### config.mk
export PLATFORM = sky130hd
export DESIGN_NAME = reaction_controller
export DESIGN_NICKNAME = d
export VERILOG_FILES = /design/src/rtl/reaction_pkg.sv /design/src/rtl/lfsr16.sv /design/src/rtl/reaction_controller.sv
export SDC_FILE = /design/constraint.sdc
export NUM_CORES = 1
export LEC_CHECK = 0
export ABC_CLOCK_PERIOD_IN_PS = 2800
export BUFFER_PORTS_ARGS = -buffer_cell sky130_fd_sc_hd__buf_2
export CORE_UTILIZATION = 50
export CTS_CLUSTER_SIZE = 30
export DETAILED_ROUTE_END_ITERATION = 16
export GPL_ROUTABILITY_DRIVEN = 0
export PLACE_DENSITY = 0.77
export SYNTH_ARGS = -nofsm -noshare
export SYNTH_HDL_FRONTEND = slang
export SYNTH_SLANG_ARGS = --single-unit
### constraint.sdc
create_clock -name clk_1ms -period 2.8 [get_ports clk_1ms]
set_input_delay 0.28 -clock clk_1ms [delete_from_list [all_inputs] [get_ports clk_1ms]]
set_output_delay 0.28 -clock clk_1ms [all_outputs]
set_load 0.01 [all_outputs]
### src/rtl/reaction_pkg.sv
// Shared types and constants for the reaction-timer game: state encodings,
// counter widths and the LFSR feedback polynomial.
package reaction_pkg;

    typedef enum logic [2:0] {
        ST_IDLE        = 3'd0,
        ST_ARMED       = 3'd1,
        ST_GO          = 3'd2,
        ST_DONE        = 3'd3,
        ST_FALSE_START = 3'd4,
        ST_TIMEOUT     = 3'd5
    } state_t;

    localparam int DELAY_W = 16;
    localparam int GO_W    = 14;

    // Taps 16, 14, 13, 11 of x^16 + x^14 + x^13 + x^11 + 1 (bits 15, 13, 12, 10).
    localparam logic [15:0] LFSR_TAPS = 16'hB400;

    function automatic logic [15:0] lfsr_step(input logic [15:0] v);
        return {v[14:0], ^(v & LFSR_TAPS)};
    endfunction

endpackage

### src/rtl/lfsr16.sv
// Free-running 16-bit Fibonacci LFSR, maximal length, so a nonzero seed
// never reaches the all-zero lock-up state.
module lfsr16
    import reaction_pkg::*;
#(
    parameter logic [15:0] SEED = 16'hACE1
) (
    input  logic        clk,
    input  logic        reset,
    output logic [15:0] q
);

    if (SEED == 16'h0000) begin : g_bad_seed
        $error("lfsr16: SEED must be nonzero");
    end

    logic [15:0] lfsr_q;
    logic [15:0] lfsr_d;

    always_comb begin
        lfsr_d = lfsr_step(lfsr_q);
    end

    always_ff @(posedge clk or posedge reset) begin
        if (reset) begin
            lfsr_q <= SEED;
        end else begin
            lfsr_q <= lfsr_d;
        end
    end

    assign q = lfsr_q;

endmodule

### src/rtl/reaction_controller.sv
// Reaction-timer control FSM: random arming delay, GO window with timeout,
// false-start detection, and start/stop/clear controls for the ms counter.
module reaction_controller
    import reaction_pkg::*;
#(
    parameter int          MIN_DELAY_MS = 1000,
    parameter int          RANGE_W      = 11,
    parameter int          TIMEOUT_MS   = 9999,
    parameter logic [15:0] LFSR_SEED    = 16'hACE1
) (
    input  logic       clk_1ms,
    input  logic       reset,
    input  logic       btn_start,
    input  logic       btn_react,
    output logic       timer_start,
    output logic       timer_stop,
    output logic       timer_clear,
    output logic       led_go,
    output logic       led_fail,
    output logic       result_valid,
    output logic [2:0] state_o
);

    if (MIN_DELAY_MS + (2 ** RANGE_W) - 1 > 65535) begin : g_bad_delay
        $error("reaction_controller: MIN_DELAY_MS + 2^RANGE_W - 1 exceeds delay_cnt range");
    end
    if (TIMEOUT_MS < 1 || TIMEOUT_MS > 16383) begin : g_bad_timeout
        $error("reaction_controller: TIMEOUT_MS must be 1..16383");
    end

    state_t               state_q, state_d;
    logic                 btn_start_q, btn_react_q;
    logic [DELAY_W-1:0]   delay_cnt_q, delay_cnt_d;
    logic [GO_W-1:0]      go_cnt_q, go_cnt_d;
    logic                 timer_start_q, timer_start_d;
    logic                 timer_stop_q, timer_stop_d;
    logic                 timer_clear_q, timer_clear_d;
    logic                 led_go_q, led_go_d;
    logic                 led_fail_q, led_fail_d;
    logic                 result_valid_q, result_valid_d;

    logic [15:0]          lfsr;
    logic                 unused_lfsr_bits;
    logic                 start_edge;
    logic                 react_edge;
    logic [DELAY_W-1:0]   delay_load;
    logic                 go_last;

    lfsr16 #(
        .SEED (LFSR_SEED)
    ) u_lfsr (
        .clk   (clk_1ms),
        .reset (reset),
        .q     (lfsr)
    );

    // Only the low RANGE_W bits feed the delay; the rest stay for display reuse.
    assign unused_lfsr_bits = ^lfsr;

    assign start_edge = btn_start & ~btn_start_q;
    assign react_edge = btn_react & ~btn_react_q;
    assign delay_load = DELAY_W'(MIN_DELAY_MS) + DELAY_W'(lfsr[RANGE_W-1:0]);
    assign go_last    = (go_cnt_q == GO_W'(TIMEOUT_MS - 1));

    // NOTE: sequential state uses non-blocking assignments so every flop
    // samples the pre-edge value of every other flop, independent of order.
    always_ff @(posedge clk_1ms or posedge reset) begin
        if (reset) begin
            state_q        <= ST_IDLE;
            btn_start_q    <= 1'b0;
            btn_react_q    <= 1'b0;
            delay_cnt_q    <= '0;
            go_cnt_q       <= '0;
            timer_start_q  <= 1'b0;
            timer_stop_q   <= 1'b1;
            timer_clear_q  <= 1'b0;
            led_go_q       <= 1'b0;
            led_fail_q     <= 1'b0;
            result_valid_q <= 1'b0;
        end else begin
            state_q        <= state_d;
            btn_start_q    <= btn_start;
            btn_react_q    <= btn_react;
            delay_cnt_q    <= delay_cnt_d;
            go_cnt_q       <= go_cnt_d;
            timer_start_q  <= timer_start_d;
            timer_stop_q   <= timer_stop_d;
            timer_clear_q  <= timer_clear_d;
            led_go_q       <= led_go_d;
            led_fail_q     <= led_fail_d;
            result_valid_q <= result_valid_d;
        end
    end

    // NOTE: every always_comb output gets a default first, so no path can
    // leave a value unassigned and infer a latch.
    always_comb begin
        state_d     = state_q;
        delay_cnt_d = delay_cnt_q;
        go_cnt_d    = go_cnt_q;
        case (state_q)
            ST_IDLE, ST_DONE, ST_FALSE_START, ST_TIMEOUT: begin
                if (start_edge) begin
                    state_d     = ST_ARMED;
                    delay_cnt_d = delay_load;
                end
            end
            ST_ARMED: begin
                delay_cnt_d = delay_cnt_q - 1'b1;
                // A react on the expiry cycle is still a false start.
                if (react_edge) begin
                    state_d = ST_FALSE_START;
                end else if (delay_cnt_q <= DELAY_W'(1)) begin
                    state_d  = ST_GO;
                    go_cnt_d = '0;
                end
            end
            ST_GO: begin
                go_cnt_d = go_cnt_q + 1'b1;
                // A react on the timeout cycle still counts as a result.
                if (react_edge) begin
                    state_d = ST_DONE;
                end else if (go_last) begin
                    state_d = ST_TIMEOUT;
                end
            end
            default: begin
                state_d = ST_IDLE;
            end
        endcase
    end

    // Outputs are decoded from the next state and registered, so they line
    // up with state_q and are glitch-free at the counter.
    always_comb begin
        timer_start_d  = (state_d == ST_GO) || (state_d == ST_DONE) || (state_d == ST_TIMEOUT);
        timer_stop_d   = (state_d != ST_GO);
        timer_clear_d  = (state_d == ST_ARMED) && (state_q != ST_ARMED);
        led_go_d       = (state_d == ST_GO);
        led_fail_d     = (state_d == ST_FALSE_START) || (state_d == ST_TIMEOUT);
        result_valid_d = (state_d == ST_DONE) && (state_q != ST_DONE);
    end

    assign timer_start  = timer_start_q;
    assign timer_stop   = timer_stop_q;
    assign timer_clear  = timer_clear_q;
    assign led_go       = led_go_q;
    assign led_fail     = led_fail_q;
    assign result_valid = result_valid_q;
    assign state_o      = state_q;

endmodule

# [Word level (Yosys, flattened, before mapping)]
# Index checks and enable logic that the tools add are counted.
[op_classes] n_addsub=3 mul=0 div=0 order_cmp=1 eq_ne=17 shifts=0 mux=11 bitwise=4 n_reduce_logical=12
[op_table] operator="$pmux 16 s2" n=1
[op_table] operator="$mux 14" n=2
[op_table] operator="$pmux 14 s2" n=1
[op_table] operator="$le 16x1->1 const B" n=1
[op_table] operator="$mux 16" n=1
[op_table] operator="$reduce_xor 16->1" n=1
[op_table] operator="$sub 16x1->16 const B" n=1
[op_table] operator="$mux 3" n=5
[op_table] operator="$add 14x1->14 const B" n=1
[op_table] operator="$eq 14x14->1 const B" n=1
[op_table] operator="$add 10x11->12 const A" n=1
[op_table] operator="$eq 3x2->1 const B" n=4
[op_table] operator="$eq 3x3->1 const B" n=4
[op_table] operator="$pmux 3 s3" n=1
[op_table] operator="$eq 3x1->1 const B" n=2
[op_table] operator="$ne 2x2->1 const B" n=3
[op_table] operator="$ne 3x2->1 const B" n=2
[op_table] operator="$reduce_bool 2->1" n=2
[op_table] operator="$reduce_or 4->1" n=1
[op_table] operator="$logic_not 3->1" n=1
[op_table] operator="$logic_or 1x1->1" n=3
[op_table] operator="$ne 3x1->1 const B" n=1
[op_table] operator="$reduce_and 3->1" n=1
[op_table] operator="$and 1x1->1" n=2
[op_table] operator="other kinds (3)" n=5
[word_totals] regBits=57 latch_bits=0 ramBits=0 romBits=0 out_inout_bits=9 memories=0

# [Logic depth before layout (Yosys ltp)]
[depth] ltp_word=7 ltp_mapped=7 mapped_depth_nobuf=7

# [Modules after synthesis]
# Synthesis repeated with hierarchy kept, for this count alone.
[unflattened] cells_unflattened=259 area_unflattened_um2=2756.4
[by_module_without_submodules] mod="reaction_controller" n_inst=1 cells_per_inst=224 area_each_um2=2203.4 seq_area_each_um2=1027.2
[by_module_without_submodules] mod="lfsr16" n_inst=1 cells_per_inst=35 area_each_um2=553.0 seq_area_each_um2=410.4

# [Worst setup path before layout]
# Ideal clock, no wire load.
[synth_path] path_kind="flip-flop to flip-flop" startpoint="register delay_cnt_q[7]" endpoint="register go_cnt_q[5]" setup_ns=0.126 arrival_time_ns=1.877 required_time_ns=2.674 slack_ns=0.796 path_stages_with_launch=6 period_less_slack_ns=2.004 path_cell_list="dfrtp_1 -> or4_4 -> or3_4 -> nor4_4 -> buf_6 -> a21oi_1"
[synth_between] elab_chain_cells=3
[synth_rtl] element="start, declared" line_no="reaction_controller.sv:33" text="logic [DELAY_W-1:0] delay_cnt_q, delay_cnt_d;"
[synth_rtl] element="start signal, assigned" line_no="reaction_controller.sv:84" text="delay_cnt_q <= delay_cnt_d;"
[synth_rtl] element="$le 16x1->1" line_no="reaction_controller.sv:113" text="end else if (delay_cnt_q <= DELAY_W'(1)) begin"
[synth_rtl] element="$ne 2x2->1 (no line)"
[synth_rtl] element="$reduce_and 3->1 (no line)"
[synth_rtl] element="end signal, assigned" line_no="reaction_controller.sv:85" text="go_cnt_q <= go_cnt_d;"
[synth_rtl] element="end, declared" line_no="reaction_controller.sv:34" text="logic [GO_W-1:0] go_cnt_q, go_cnt_d;"
# No other way between the ends.
# A chain may end at the register's enable or synchronous reset.

# [Worst setup path in the final report]
[layout_path] startpoint="register delay_cnt_q[7]" endpoint="register go_cnt_q[9]"
# The elaborated chain is that of the path after synthesis.

==> run metrics <==
cts bufs inserted=9; hold_sp=btn_react; peak supply drop=0.0006548 V; Cells after Synth=249; # IOs=13; Syn Nets=258; CTS tree=done; RSZ-0062 raised after global routing=false; root buf cell=clkbuf_8; CP max FO=9; Critical Path Sink Type=flop; Avg Cell Area, Syn=10.65 µm²; vias=1945; IO Port Bufs=12; Synth Warn #=0; clock slew seen by the registers of the worst setup and hold paths=60 ps; Worst Path Required=3020 ps; area share of the largest cell type after synthesis=45.28%; Mapped Area=2653 µm²; Overflow after GRT=0; vias in the first global route=1779; synth unique cells=56; DR vias/cell=5.621; R2R Setup Slk=540 ps; fin crit share=80.69%; LEAKAGE=1.242 nW; drt wl/cell=14.18 µm; final antenna-violating net count=0; DR iter-0 viols=114; final hold viol count=0; pwr dens=727.3 nW/µm²; clock buffer depth=2; first-pass GRT wire length=8.300 mm; drt pass-1 iters=4; FP Rows=26; Reg2Reg Launch Point=delay_cnt_q[7]; fin util=58.23%; worst path arrival time=2480 ps; Worst-Margin Slew=678.3 ps; max-cap viol count=0; final setup violation count=0; Synth Register Bits=57; synth cell count leaders=dfrtp_1 (48), nor2_1 (22), nand2_1 (14), o21ai_0 (14), nor3_1 (13); asr flop ratio synth=100.0%; P&R area growth vs syn=12.12%; # diodes=0; core box area=5107 µm²; Fin Setup TNS=0 ps; Critical Path Start Type=flop; final WL=4.905 mm; dpl cell area=2798 µm²; Synth area leaders=dfrtp_1 (45%), dfstp_2 (8.9%), xnor2_1 (3.3%), nor2_1 (3.1%), o21ai_0 (2.6%); Max-Slew Margin vs Limit=54.36%; worst skew pair latency=340 ps; skew final=8.971 ps; hpwl dp=3.427 mm; DP Worst Slack=550.2 ps; Final WS setup=540.8 ps; Crit. Startpoint=delay_cnt_q[7]; most frequent cell after synthesis=dfrtp_1; FF-to-FF End=go_cnt_q[9]; nets@finish=280; FILL cells=444; pin count of the biggest net entering global routing=35; sequential share of the synthesized area=54.20%; status=complete, no violations; H-tree Lvls=3; Slew Viols, Final=0; share of layout cells above drive strength 1=18.12%; total clock sinks=57; Hold Path Class=input pin to flop; most common flop cell mapped by yosys=dfrtp_1; Die Area=5600 µm²; GRT Util Overall=20.77%; EDFF count, synth=0; DIE WIDTH=74.84 µm; final instance area=2974 µm²; min Tclk post-route=2259 ps; Synth area leader=dfrtp_1; CP Class=flop to flop; cells on worst reg2reg path=5; die height=74.84 µm; fmax=0.4426 GHz; capture point of the worst path=go_cnt_q[9]; DRC Markers=0; initial antenna violation count=0; Initial Util=51.94%
==> cell type report <==
type	instances	area (µm²)	share of cell area (%)
clock buffer	13	148.9	5.006
clock inverter	3	17.52	0.5890
inverter	7	26.28	0.8835
multi-input combinational	178	1149	38.62
sequential	57	1438	48.34
tap	70	87.58	2.945
timing repair buffer	18	107.6	3.618
==> flip-flops by register name, summed over array words and instances (netlist names), 3 cells and up <==
signal / flops
u_lfsr.q: 16
go_cnt_q: 14
state_o: 3
delay_cnt_q: 16
==> repair_timing <==
| action | CTS | global route |
|---|---|---|
| endpoints found under the hold margin | 19 | 0 |
| gates resized for setup | 0 | 0 |
| buffers inserted | 0 | 0 |
| hold buffers | 1 | 0 |
==> critical path, stage by stage, from the launching register on <==
cell,delay [ps]
dfrtp_1,410
or4_4,560
or3_4,360
nor4_4,510
buf_4,250
nor2_1,60
==> worst min path at each step <==
stage                   endpoint  slack (ps)  cells past startpoint
CTS                  btn_react_q          60                      1
floorplan            btn_react_q         310                      0
global placement    u_lfsr.q[12]         320                      2
detailed placement  u_lfsr.q[14]         330                      2
global route         btn_start_q          70                      1
finish               btn_react_q          80                      1
==> metal layers <==
layer	vias to the layer above	global-route usage, %	wire [µm]
li1	944	-	-
met1	936	28.26	2364
met2	55	29.53	2210
met3	10	6.024	226
met4	0	12.37	104
met5	-	0	0
==> logic make-up (layout without fill, tap and decap cells) <==
logic type / Yosys count / in the layout / synth area share [%]
AOI/OAI and AO/OA: 47 / 47 / 11.51
muxes: 2 / 2 / 0.7547
DFF: 57 / 57 / 54.20
buffers and inverters: 14 / 41 / 2.500
adders and majority gates: 6 / 6 / 2.736
and+or+nand+nor: 105 / 105 / 22.36
xor gates and xnor gates: 18 / 18 / 5.943
==> power breakdown <==
group,internal (mW),switching (mW)
Sequential,0.924,0.123
Combinational,0.201,0.270
Clock,0.342,0.303
==> cell usage in the layout (no fill, tap or decap), types with 2 or more instances in the layout <==
cell / count
xor2_1: 8
nand3_1: 11
a211oi_1: 3
xnor2_1: 10
mux2i_1: 2
nand2_1: 14
ha_1: 5
o21ai_1: 2
nor2b_1: 4
nor3_1: 13
and3_1: 3
nand2b_1: 4
nand4_1: 4
o22ai_1: 2
clkinv_2: 2
o32ai_1: 2
o21ai_0: 14
nand3b_1: 2
inv_1: 5
nand4b_1: 2
or3_1: 5
and2_1: 2
or4_1: 2
clkbuf_8: 10
nor4_1: 4
dfrtp_1: 48
a311oi_1: 2
a21oi_1: 11
buf_4: 5
nor2_1: 22
clkbuf_1: 3
dfstp_2: 9
nor3b_1: 3
buf_2: 12
==> stage by stage <==
| stage | power (mW) | instances | hold slack (ps) |
|---|---|---|---|
| CTS | 2.182 | 346 | 63.70 |
| floorplan | 1.386 | 249 | 311.4 |
| detailed placement | 1.526 | 329 | 327.5 |
| global route | 2.296 | 346 | 66.16 |
| global placement | 1.508 | 329 | 321.2 |
| finish | 2.163 | 346 | 76.51 |
Note: power is estimated with default switching activity, not from simulation.
